<file path="config.mk">
export PLATFORM = sky130hd
export DESIGN_NAME = sat_counter
export DESIGN_NICKNAME = d
export VERILOG_FILES = /design/src/rtl/stream_seq_checker_sat_counter.sv
export SDC_FILE = /design/constraint.sdc
export NUM_CORES = 1
export LEC_CHECK = 0
export ABC_AREA = 1
export CORE_MARGIN = 5
export CORE_UTILIZATION = 45
export DETAILED_ROUTE_END_ITERATION = 6
export PLACE_DENSITY = 0.72
export SLEW_MARGIN = 10
export SYNTH_ARGS = -nofsm -noshare
export SYNTH_HDL_FRONTEND = slang
export SYNTH_SLANG_ARGS = --single-unit
</file>
<file path="constraint.sdc">
create_clock -name i_clk -period 1.78 [get_ports i_clk]
set_input_delay 0.534 -clock i_clk [delete_from_list [all_inputs] [get_ports i_clk]]
set_output_delay 0.534 -clock i_clk [all_outputs]
set_load 0.03 [all_outputs]
</file>
<file path="src/rtl/stream_seq_checker_sat_counter.sv">
// Up-counter with synchronous clear; either saturates at all-ones or wraps.
module sat_counter #(
   parameter int WIDTH    = 16,
   parameter bit SATURATE = 1'b1
) (
   input  logic             i_clk,
   input  logic             i_rst,
   input  logic             i_clr,
   input  logic             i_inc,
   output logic [WIDTH-1:0] o_count
);

   logic [WIDTH-1:0] r_count;
   logic             w_hold;

   // In saturate mode an increment at all-ones is dropped
   assign w_hold = SATURATE && (&r_count);

   // Clear takes priority over an increment in the same cycle
   always_ff @(posedge i_clk) begin
      if (i_rst || i_clr)
         r_count <= '0;
      else if (i_inc && !w_hold)
         r_count <= r_count + WIDTH'(1);
   end

   assign o_count = r_count;

endmodule

</file>
### After elaboration in Yosys (flattened, before gate mapping)

Index checks and enable logic that the tools add are counted.
W data, S select, Z words.

* flip-flop bits (word level): 16
* bits in latches: 0
* memory bits (writable): 0
* ROM bits: 0
* input port bits: 4
* output and inout bits: 16
* logic and storage cells: 6
* memories kept: 0

* $add $sub $neg: 1
* multiply operators: 0
* divide/modulo/power cells: 0
* magnitude comparators: 0
* equality and inequality tests: 0
* shift-type cells: 0
* multiplexer cells: 0
* bitwise operators: 0
* reduce and logical (&&, ||, !) cells: 4

Operator list (number)
* $add A16 B1 Y16 const B: 1
* $reduce_and A16 Y1: 1
* $logic_and A1 B1 Y1: 1
* $logic_not A1 Y1: 1
* $logic_or A1 B1 Y1: 1

### Depth between registers and ports, before layout

* depth in word-level cells: 3
* depth in mapped cells: 9
* depth with buffers taken out: 9

### Worst setup path before layout

Ideal clock, no wire load.

* kind: register to register
* start point: reg r_count[1] (netlist: o_count[1])
* end point: reg r_count[13] (netlist: o_count[13])
* library setup time: 116 ps
* data arrival time: 1474 ps
* data required time: 1664 ps
* setup slack: 190 ps
* cell stages (with the launch flop): 8
* path buffers: 1
* period minus slack after synthesis: 1590 ps
* cell sequence: dfxtp_1 ha_1 inv_1 nor2_4 nand4_4 buf_6 a21oi_1 nor2_1

* word-level cells in the longest chain between the ends: 3
* elaborated cells between the ends (all ways): 4
* those cells by class: add/sub: 1; reduce/logical: 3

RTL lines
* start, declared: line 13 `logic [WIDTH-1:0] r_count;`
* start signal, assigned: line 24 `r_count <= r_count + WIDTH'(1);`
* branches (longest 3 deep; another with $add A16 B1 Y16)

Several ways; the timed one is not identified.
A chain may end at the register's enable or synchronous reset.

### Final worst setup path

* start point: reg r_count[0] (netlist: o_count[0])
* end point: out o_count[0]

RTL lines
* end, declared: line 10 `output logic [WIDTH-1:0] o_count`

No word-level cell between the ends.

==> impl_metrics.json <==
{
  "status": "finished, final reports clean",
  "wirelength_um": 2230,
  "cts-hold-fix-buffers": 0,
  "synth_seq_cells": 16,
  "placed_cells": 197,
  "p_int_w": 0.000456,
  "syn-num-nets": 149,
  "cp.arrival_ns": 1.14,
  "initial_core_util_pct": 47.9,
  "wire_per_inst_um": 11.2,
  "setup_viol": 0,
  "fill_cells": 202,
  "period_needed_ns": 1.67,
  "pre_cts_ws_ns": 0.0213,
  "cap_violations": 0,
  "cts.sinks": 16,
  "grtUsageTotal_pct": 16.4,
  "grt_pass1_wl_um": 4160,
  "finalMaxSlewViolations": 0,
  "rows": 16,
  "synth_area_um2": 958,
  "critPathBufInv": 1,
  "clock_path_buffers": 2,
  "p_leak_nw": 0.511,
  "ys_warn_count": 0,
  "ys_seq_area_share_pct": 33.4,
  "drive_above_1_share_pct": 15.0,
  "synth_top_family_by_area": "simple AND/OR/NAND/NOR gates",
  "tritoncts": "yes",
  "crit_slowest_cell": "dfxtp_1",
  "synth_xor_area_share_pct": 0.914,
  "final_cell_mix": "nand2_1 (37), nor2_1 (35), dfxtp_1 (16)",
  "hp-class": "reg2reg",
  "gp_congestion": 0.816,
  "muxShareOfSynthArea_pct": 0,
  "postRouteAntennaNets": 0,
  "drt_iter0_drc": 10,
  "pwr-share-seq_pct": 60.4,
  "setup_tns_ns": 0,
  "clkPwrFrac_pct": 32.7,
  "rsz0062_at_grt": "no",
  "worstPathCellList": "dlygate4sd2_1",
  "crit_fanout": 5,
  "hold_violations": 0,
  "power_w": 0.000600,
  "hpwl_um": 1710,
  "antenna_found_initial": 0,
  "tightest_slew_ns": 0.319,
  "ff_latch_area_um2": 320,
  "largest_reg_flops": 16,
  "synth_simple_gate_area_share_pct": 51.3,
  "route.detailed.drc": 0,
  "power.net_switching_w": 0.000144,
  "dieArea_um2": 3150,
  "fmax_mhz": 599,
  "combPwrFrac_pct": 6.9,
  "cp_data_required_time_ns": 1.25,
  "path_delay_family": "flip-flops",
  "insertion_delay_ns": 0.30,
  "die_w_um": 56.2,
  "grt_overflow": 0,
  "cp-end-kind": "primary output",
  "stdcell_count": 200,
  "grt_max_degree": 16,
  "die_height_um": 56.2,
  "cpPeakStageDelay_ns": 0.42,
  "portBuffers": 19,
  "vias": 985,
  "fin_nets": 180,
  "path_class": "reg2out",
  "utilization_pct": 61.5,
  "fin_crit_sh_pct": 93.8,
  "viasPerCell": 4.93,
  "synth_compound_area_share_pct": 7.18,
  "clockRootBuffer": "clkbuf_4",
  "worst_slack_ns": 0.110,
  "slew_headroom_pct": 78.8,
  "irDropWorstVdd_uv": 434,
  "p_sw_share_pct": 24.0,
  "final_common_cell": "nand2_1",
  "startpoint_type": "flip-flop",
  "dr.pass1.iters": 4,
  "cts_buffers": 3,
  "syn_to_final_growth_pct": 28.5,
  "htreeDepth": 1,
  "synth.distinct_cells": 19,
  "core_area_um2": 2000,
  "cts.reportedPaths.clkPinSlew_ns": 0.10,
  "skew_ns": 0.00907,
  "grt_pass1_vias": 950,
  "io_pins": 20,
  "diodes": 0,
  "synth_fa_ha_area_share_pct": 1.31,
  "synthCells": 144,
  "syn_area_per_cell_um2": 6.66,
  "power_density_nw_per_um2": 487,
  "multiInputGateArea_um2": 582
}
[path summary, 6_finish.rpt]
path	slack, ns	cells after the start	start	end
min reg2reg	0.54	2	o_count[15]	o_count[15]
min	0.54	2	o_count[15]	o_count[15]
max reg2reg	0.24	8	o_count[0]	o_count[0]
max	0.11	1	o_count[0]	o_count[0]
[timing repair]
| action | 4_1_cts | 5_1_grt |
|---|---|---|
| cloned | 0 | 0 |
| setup endpoints to repair | 16 | 1 |
| setup buffers | 0 | 0 |
| gates resized for setup | 16 | 1 |
[Yosys cell counts, drive strengths merged]
cell    count  share of area, %
a21oi      10               5.2
buf         2               2.3
dfxtp      16                33
ha          1               1.3
inv         9               3.5
nand2      41                17
nand3      13               7.8
nand3b      2               1.6
nand4       3               3.5
nor2       41                20
nor3        2               1.0
o21ai       3               2.0
xor2        1              0.91
[worst reg2reg max path, cell delays in order, from the launching register on]
cell and delay (ns):
dfxtp_1 0.42, ha_1 0.23, inv_1 0.08, nor2_4 0.17, nand2_2 0.12, nor2_2 0.17, nor2_1 0.11, nor2_1 0.10
nor2_1 0.05
[layer usage]
metal	wire, um	share of wire, %	track usage (%)
met2	1070	48	28.2
met1	1020	46	19.2
met3	105	4.7	5.10
met4	35	1.6	5.08
met5	0	0	0
[through the flow]
stage,hold slack [ns],cell area [um2]
6_report,0.540,1230
2_1_floorplan,0.628,958
3_5_place_dp,0.526,1230
3_3_place_gp,0.523,1230
5_1_grt,0.580,1230
4_1_cts,0.542,1230
[layout make-up]
cell class	instances	area share [%]
multi-input combinational	117	47.3
sequential	16	26.0
timing repair buffer	28	19.4
inverter	9	2.74
tap	27	2.74
clock buffer	3	1.83
[kinds of logic after synthesis]
family | Yosys count
flops | 16
compound gates | 13
simple gates | 102
xor+xnor | 1
buf+inv | 11
fa+ha+maj | 1
[power groups by stage]
stage                     Clock (W)  Combinational [W]  Sequential (W)
after CTS                  0.000205          0.0000412        0.000362
after global routing       0.000223          0.0000464        0.000363
after floorplan                   0          0.0000205        0.000374
final                      0.000196          0.0000413        0.000362
after global placement            0          0.0000410        0.000370
after detailed placement          0          0.0000426        0.000371
(Power assumes the default switching activity.)
